File: src/rtl/vend_pkg.sv
// Shared types and coin helpers for the vend_ctrl vending-machine controller.
package vend_pkg;

  typedef enum logic [1:0] {
    IDLE   = 2'd0,
    VEND   = 2'd1,
    CHANGE = 2'd2
  } state_e;

  localparam logic [3:0] COIN_1  = 4'b0001;
  localparam logic [3:0] COIN_2  = 4'b0010;
  localparam logic [3:0] COIN_5  = 4'b0100;
  localparam logic [3:0] COIN_10 = 4'b1000;

  // Value of a one-hot coin; anything not exactly one-hot is worth 0.
  function automatic logic [3:0] coin_value(input logic [3:0] coin);
    case (coin)
      COIN_1:  return 4'd1;
      COIN_2:  return 4'd2;
      COIN_5:  return 4'd5;
      COIN_10: return 4'd10;
      default: return 4'd0;
    endcase
  endfunction

  // Largest denomination not exceeding amount; 0 when nothing is owed.
  function automatic logic [3:0] greedy_coin(input logic [31:0] amount);
    if (amount >= 32'd10)     return COIN_10;
    else if (amount >= 32'd5) return COIN_5;
    else if (amount >= 32'd2) return COIN_2;
    else if (amount >= 32'd1) return COIN_1;
    else                      return 4'b0000;
  endfunction

endpackage

File: src/rtl/vend_inventory.sv
// Per-product inventory counters with vend decrement, restock reload and sold-out flags.
module vend_inventory
  import vend_pkg::*;
#(
  parameter int NUM_PRODUCTS = 8,
  parameter int SEL_W        = 3,
  parameter int INV_W        = 3,
  parameter int INV_INIT     = 5
) (
  input  logic                    clk,
  input  logic                    reset,
  input  logic                    dec_valid,
  input  logic [SEL_W-1:0]        dec_id,
  input  logic                    restock,
  input  logic [SEL_W-1:0]        restock_id,
  output logic [NUM_PRODUCTS-1:0] sold_out
);

  logic [INV_W-1:0] inv_q [NUM_PRODUCTS];
  logic [INV_W-1:0] inv_d [NUM_PRODUCTS];

  // Restock beats a same-cycle decrement; an id with no matching slot is ignored.
  always_comb begin
    for (int i = 0; i < NUM_PRODUCTS; i++) begin
      inv_d[i] = inv_q[i];
      if (restock && (int'(restock_id) == i)) begin
        inv_d[i] = INV_W'(INV_INIT);
      end else if (dec_valid && (int'(dec_id) == i) && (inv_q[i] != '0)) begin
        inv_d[i] = inv_q[i] - INV_W'(1);
      end
    end
  end

  always_ff @(posedge clk or posedge reset) begin
    if (reset) begin
      for (int i = 0; i < NUM_PRODUCTS; i++) begin
        inv_q[i] <= INV_W'(INV_INIT);
      end
    end else begin
      for (int i = 0; i < NUM_PRODUCTS; i++) begin
        inv_q[i] <= inv_d[i];
      end
    end
  end

  for (genvar g = 0; g < NUM_PRODUCTS; g++) begin : g_sold
    assign sold_out[g] = (inv_q[g] == '0);
  end

endmodule

File: src/rtl/vend_ctrl.sv
// Vending-machine controller: coin credit, product vend, greedy change over valid/ready.
// Optional restock ports are enabled by defining VEND_RESTOCK_EN.
module vend_ctrl
  import vend_pkg::*;
#(
  parameter int NUM_PRODUCTS = 8,
  parameter int SEL_W        = (NUM_PRODUCTS > 1) ? $clog2(NUM_PRODUCTS) : 1,
  parameter int CREDIT_W     = 5,
  parameter int INV_W        = 3,
  parameter int INV_INIT     = 5,
  parameter logic [NUM_PRODUCTS*CREDIT_W-1:0] PRICES =
    {5'd14, 5'd12, 5'd11, 5'd9, 5'd7, 5'd6, 5'd4, 5'd3}
) (
  input  logic                    clk,
  input  logic                    reset,
  input  logic                    coin_valid,
  input  logic [3:0]              coin_in,
  input  logic                    select_valid,
  input  logic [SEL_W-1:0]        select_id,
  input  logic                    cancel,
  input  logic                    change_ready,
`ifdef VEND_RESTOCK_EN
  input  logic                    restock,
  input  logic [SEL_W-1:0]        restock_id,
`endif
  output logic [CREDIT_W-1:0]     credit,
  output logic                    vend_valid,
  output logic [SEL_W-1:0]        vend_id,
  output logic                    sel_fail,
  output logic                    coin_reject,
  output logic                    change_valid,
  output logic [3:0]              change_coin,
  output logic [NUM_PRODUCTS-1:0] sold_out,
  output logic                    busy
);

  localparam logic [CREDIT_W:0] CREDIT_MAX = {1'b0, {CREDIT_W{1'b1}}};

  state_e              state_q, state_d;
  logic [CREDIT_W-1:0] credit_q, credit_d;
  logic                vend_valid_q, vend_valid_d;
  logic [SEL_W-1:0]    vend_id_q, vend_id_d;
  logic                sel_fail_q, sel_fail_d;
  logic                coin_reject_q, coin_reject_d;
  logic                change_valid_q, change_valid_d;
  logic [3:0]          change_coin_q, change_coin_d;
  logic                dec_valid;
  logic                restock_s;
  logic [SEL_W-1:0]    restock_id_s;

  logic [CREDIT_W-1:0] price_tbl [NUM_PRODUCTS];
  logic [CREDIT_W-1:0] sel_price;
  logic                sel_in_range;
  logic                sel_ok;
  logic [CREDIT_W:0]   coin_sum;
  logic                coin_ok;
  logic [CREDIT_W-1:0] remain;
  logic [CREDIT_W-1:0] change_left;

  for (genvar g = 0; g < NUM_PRODUCTS; g++) begin : g_price
    assign price_tbl[g] = PRICES[g*CREDIT_W +: CREDIT_W];
  end

`ifdef VEND_RESTOCK_EN
  assign restock_s    = restock;
  assign restock_id_s = restock_id;
`else
  assign restock_s    = 1'b0;
  assign restock_id_s = '0;
`endif

  vend_inventory #(
    .NUM_PRODUCTS (NUM_PRODUCTS),
    .SEL_W        (SEL_W),
    .INV_W        (INV_W),
    .INV_INIT     (INV_INIT)
  ) u_inventory (
    .clk        (clk),
    .reset      (reset),
    .dec_valid  (dec_valid),
    .dec_id     (vend_id_q),
    .restock    (restock_s),
    .restock_id (restock_id_s),
    .sold_out   (sold_out)
  );

  assign sel_in_range = (int'(select_id) < NUM_PRODUCTS);
  assign sel_price    = sel_in_range ? price_tbl[select_id] : '0;
  assign sel_ok       = sel_in_range && !sold_out[select_id] && (credit_q >= sel_price);
  assign coin_sum     = {1'b0, credit_q} + (CREDIT_W+1)'(coin_value(coin_in));
  assign coin_ok      = (coin_value(coin_in) != 4'd0) && (coin_sum <= CREDIT_MAX);
  assign remain       = credit_q - price_tbl[vend_id_q];
  assign change_left  = credit_q - CREDIT_W'(coin_value(change_coin_q));

  // Change handshake: a coin transfers on a cycle where change_valid and
  // change_ready are both high; while ready is low the offered coin and
  // change_valid hold unchanged, and valid never drops without a transfer.
  always_comb begin
    state_d        = state_q;
    credit_d       = credit_q;
    vend_valid_d   = 1'b0;
    vend_id_d      = vend_id_q;
    sel_fail_d     = 1'b0;
    coin_reject_d  = 1'b0;
    change_valid_d = change_valid_q;
    change_coin_d  = change_coin_q;
    dec_valid      = 1'b0;
    case (state_q)
      IDLE: begin
        if (cancel) begin
          coin_reject_d = coin_valid;
          if (credit_q != '0) begin
            state_d        = CHANGE;
            change_valid_d = 1'b1;
            change_coin_d  = greedy_coin(32'(credit_q));
          end
        end else if (select_valid) begin
          coin_reject_d = coin_valid;
          if (sel_ok) begin
            state_d      = VEND;
            vend_valid_d = 1'b1;
            vend_id_d    = select_id;
          end else begin
            sel_fail_d = 1'b1;
          end
        end else if (coin_valid) begin
          if (coin_ok) begin
            credit_d = coin_sum[CREDIT_W-1:0];
          end else begin
            coin_reject_d = 1'b1;
          end
        end
      end
      VEND: begin
        coin_reject_d = coin_valid;
        dec_valid     = 1'b1;
        credit_d      = remain;
        if (remain != '0) begin
          state_d        = CHANGE;
          change_valid_d = 1'b1;
          change_coin_d  = greedy_coin(32'(remain));
        end else begin
          state_d = IDLE;
        end
      end
      CHANGE: begin
        coin_reject_d = coin_valid;
        if (change_valid_q && change_ready) begin
          credit_d = change_left;
          if (change_left == '0) begin
            state_d        = IDLE;
            change_valid_d = 1'b0;
            change_coin_d  = 4'b0000;
          end else begin
            change_coin_d = greedy_coin(32'(change_left));
          end
        end
      end
      default: begin
        state_d        = IDLE;
        change_valid_d = 1'b0;
        change_coin_d  = 4'b0000;
      end
    endcase
  end

  always_ff @(posedge clk or posedge reset) begin
    if (reset) begin
      state_q        <= IDLE;
      credit_q       <= '0;
      vend_valid_q   <= 1'b0;
      vend_id_q      <= '0;
      sel_fail_q     <= 1'b0;
      coin_reject_q  <= 1'b0;
      change_valid_q <= 1'b0;
      change_coin_q  <= 4'b0000;
    end else begin
      state_q        <= state_d;
      credit_q       <= credit_d;
      vend_valid_q   <= vend_valid_d;
      vend_id_q      <= vend_id_d;
      sel_fail_q     <= sel_fail_d;
      coin_reject_q  <= coin_reject_d;
      change_valid_q <= change_valid_d;
      change_coin_q  <= change_coin_d;
    end
  end

  assign credit       = credit_q;
  assign vend_valid   = vend_valid_q;
  assign vend_id      = vend_id_q;
  assign sel_fail     = sel_fail_q;
  assign coin_reject  = coin_reject_q;
  assign change_valid = change_valid_q;
  assign change_coin  = change_coin_q;
  assign busy         = (state_q != IDLE);

endmodule

File: config.mk
export PLATFORM = sky130hd
export DESIGN_NAME = vend_ctrl
export DESIGN_NICKNAME = d
export VERILOG_FILES = /design/src/rtl/vend_pkg.sv /design/src/rtl/vend_inventory.sv /design/src/rtl/vend_ctrl.sv
export SDC_FILE = /design/constraint.sdc
export NUM_CORES = 1
export LEC_CHECK = 0
export ABC_AREA = 1
export BUFFER_PORTS_ARGS = -buffer_cell sky130_fd_sc_hd__clkbuf_2
export CORE_ASPECT_RATIO = 0.9
export CORE_MARGIN = 4
export CORE_UTILIZATION = 55
export DETAILED_ROUTE_END_ITERATION = 6
export PLACE_DENSITY = 0.81
export SLEW_MARGIN = 20
export SYNTH_ARGS = -nofsm -noshare
export SYNTH_HDL_FRONTEND = slang
export SYNTH_SLANG_ARGS = --single-unit
File: constraint.sdc
create_clock -name clk -period 3.98 [get_ports clk]
set_input_delay 0.398 -clock clk [delete_from_list [all_inputs] [get_ports clk]]
set_output_delay 0.398 -clock clk [all_outputs]
set_load 0.01 [all_outputs]
==> metrics <==
status complete, no violations; Post-DP Area between 3000 and 4000 µm²; die width 92.5 µm; port bufs 37; global placement routability congestion between 0.9 and 1; cell count after synthesis between 400 and 500; clk buf depth 2; via count just over 3000; Skew-Pair Late Insertion Delay a little over 300 ps; Critical Path Start vend_id[0]$_DFFE_PP0P_; Hold Buf Count CTS 0; setup violators final 0; reg2reg setup slack about 1400 ps; Inst Count DP 591; largest net degree at the start of global routing 26; DRT Pass-1 Iters 5; fin nets approximately 570; grt ovf 0; post-CTS sizing 0; most common cell after layout, fill and taps aside nand2_1; Multi-input gate area between 2000 and 2500 µm²; worst-path fanout max 7; post-place setup slack between 1000 and 1500 ps; Die Ht ~84 µm; CTS sink cnt 42; drt total wl roughly 7.6 mm; Finished Layout Cells roughly 600; Final HPWL DP slightly above 6 mm; fill count ~550; Synth warnings 0; Iter 0 DRT Violations between 200 and 300; Core Box Area just over 6000 µm²; Synth Register Bits 42; ANT nets after route 0; GRT Total Usage 0.217; first-pass GRT wire length 13.7 mm; Setup crit end kind register; Slew Viols, Final 0; die area about 7800 µm²; synthesis-to-finish area growth 10.8%; most frequent cells in the layout nand2_1 (112), inv_1 (75), ha_1 (44); Final Cell Area between 3000 and 4000 µm²; Post-Syn Area 3530 µm²; Synth Area per Inst ~7.5 µm²; Worst EP required approximately 4200 ps; # diodes 0; pwr/cell area 719 nW/µm²; Initial Util 0.571; fmax between 300 and 400 MHz; Crit Path Category register to register; Root Buffer clkbuf_8; peak supply drop approximately 0.31 mV; initial antenna violation count 0; worst min-delay path class input port to async pin; Setup WS post-layout 1400 ps; CTS clock-pin slew for the worst setup and hold paths roughly 80 ps; Reg-to-Reg Start vend_id[0]$_DFFE_PP0P_; fin crit share 0.648; Vias/cell just over 5; Tmin final between 2000 and 3000 ps; final hold slack ~140 ps; DRC 0; Post-Syn Nets 530; htree depth 2; Worst R2R End change_coin[2]$_DFFE_PP0P_; sequential cell area about 1100 µm²; setup TNS 0 ps; slew margin rel. 0.409; post-synthesis sequential area ratio 0.303; max-cap violation count 0; layout cell share with drive strength beyond 1 0.184; Worst-Margin Slew roughly 880 ps; worst setup path end change_coin[2]$_DFFE_PP0P_; post-synth cell types 37; TritonCTS clock tree yes; final hold vios 0; Leakage Power approximately 2.2 nW; unrepaired setup endpoints after global routing false; row cnt 27; I/O pin cnt 38; CP Launch Type register; setup bufs post-CTS 0; TritonCTS buffer count 5; Layout Skew about 5.1 ps; vias in the first global route between 3000 and 4000; Worst Path Arrival around 2800 ps; Routed WL per cell 12.6 µm; reg2reg path depth 13
## routing by layer
metal  wire, µm  vias to the layer above  part of all wire  track usage
met5          0                        -                 0            0
met4        116                        0             0.015       0.0661
met3        413                        9             0.055       0.0334
met2       3590                       81              0.47        0.356
met1       3450                     1409              0.46        0.293
li1           -                     1576                 -            -
## worst max-delay path: stages, from the launching register on
cell and delay [ps]:
dfrtp_1 470, inv_1 120, ha_1 280, o21ai_0 70, ha_1 220, fa_1 400, xnor2_1 360, nor2_1 120
nand2_1 130, nand2_1 60, nand3_1 60, nand3_1 70, nand2_1 60, nand2_1 40
## flip-flops by register name (all words and copies together), names as in the netlist, 2 cells and up
| signal | cells |
|---|---|
| state_q | 2 |
| vend_id | 3 |
| change_coin | 4 |
| u_inventory.inv_q | 24 |
| credit | 5 |
## per-stage QoR
step,power (mW),util
after floorplan,2.04,-
after global placement,2.40,0.615
after detailed placement,2.45,0.615
after CTS,2.80,0.633
after global routing,3.12,0.633
final,2.81,0.633
## where the power goes
group | internal (mW) | switching, mW | total, mW | leakage (nW)
clock | 0.187 | 0.156 | 0.344 | 0.0514
sequential | 0.499 | 0.121 | 0.620 | 0.510
combinational | 0.654 | 1.20 | 1.85 | 1.60
## Yosys cell counts
cell type / count / area share
nand2_1: 112 / 0.12
inv_1: 76 / 0.081
ha_1: 44 / 0.16
nor2_1: 38 / 0.040
nand3_1: 36 / 0.051
dfrtp_1: 26 / 0.18
o21ai_0: 25 / 0.035
xor2_1: 17 / 0.042
dfstp_2: 16 / 0.12
o211ai_1: 8 / 0.017
inv_2: 7 / 0.0074
nand2_2: 7 / 0.012
a21oi_1: 6 / 0.0085
a21oi_2: 5 / 0.012
o21ai_1: 5 / 0.0071
nand4_1: 4 / 0.0071
fa_1: 3 / 0.017
nand3b_1: 3 / 0.0064
nor2_4: 3 / 0.0096
nor3_1: 3 / 0.0043
o22ai_1: 3 / 0.0053
xnor2_1: 3 / 0.0074
buf_4: 2 / 0.0043
nand3_2: 2 / 0.0057
nor3_2: 2 / 0.0057
o21a_1: 2 / 0.0043
or2_2: 2 / 0.0035
a31oi_1: 1 / 0.0018
and2_1: 1 / 0.0018
buf_2: 1 / 0.0014
buf_6: 1 / 0.0032
inv_6: 1 / 0.0025
nand3b_2: 1 / 0.0032
nand4_4: 1 / 0.0060
nor2_2: 1 / 0.0018
o21ai_2: 1 / 0.0025
o221ai_1: 1 / 0.0025
## layout make-up
class                           instances  share of cell area
Clock inverter                          2             0.00960
Timing Repair Buffer                   38              0.0493
Clock buffer                            6              0.0186
Sequential cell                        42               0.274
Tap cell                               87              0.0278
Multi-Input combinational cell        340               0.539
Inverter                               84              0.0819
## worst min-delay path by stage
| stage | start | endpoint | slack (ps) | cells after the start |
|---|---|---|---|---|
| global placement | u_inventory.inv_q[10]$_DFFE_PP0P_ | u_inventory.inv_q[10]$_DFFE_PP0P_ | 470 | 2 |
| finish | reset | u_inventory.inv_q[4]$_DFFE_PP0P_ | 140 | 2 |
| global route | reset | u_inventory.inv_q[4]$_DFFE_PP0P_ | 210 | 2 |
| floorplan | u_inventory.inv_q[10]$_DFFE_PP0P_ | u_inventory.inv_q[10]$_DFFE_PP0P_ | 450 | 2 |
| CTS | reset | u_inventory.inv_q[4]$_DFFE_PP0P_ | 310 | 2 |
| detailed placement | u_inventory.inv_q[4]$_DFFE_PP0P_ | u_inventory.inv_q[4]$_DFFE_PP0P_ | 480 | 2 |
## cells by family after synthesis
logic type      Yosys count  share of synthesized area
simple gates            216                      0.278
buf+inv                  88                     0.0996
flops                    42                      0.303
compound gates           57                     0.0967
xor+xnor                 20                     0.0496
fa+ha+maj                47                      0.173
(Power assumes the default switching activity.)
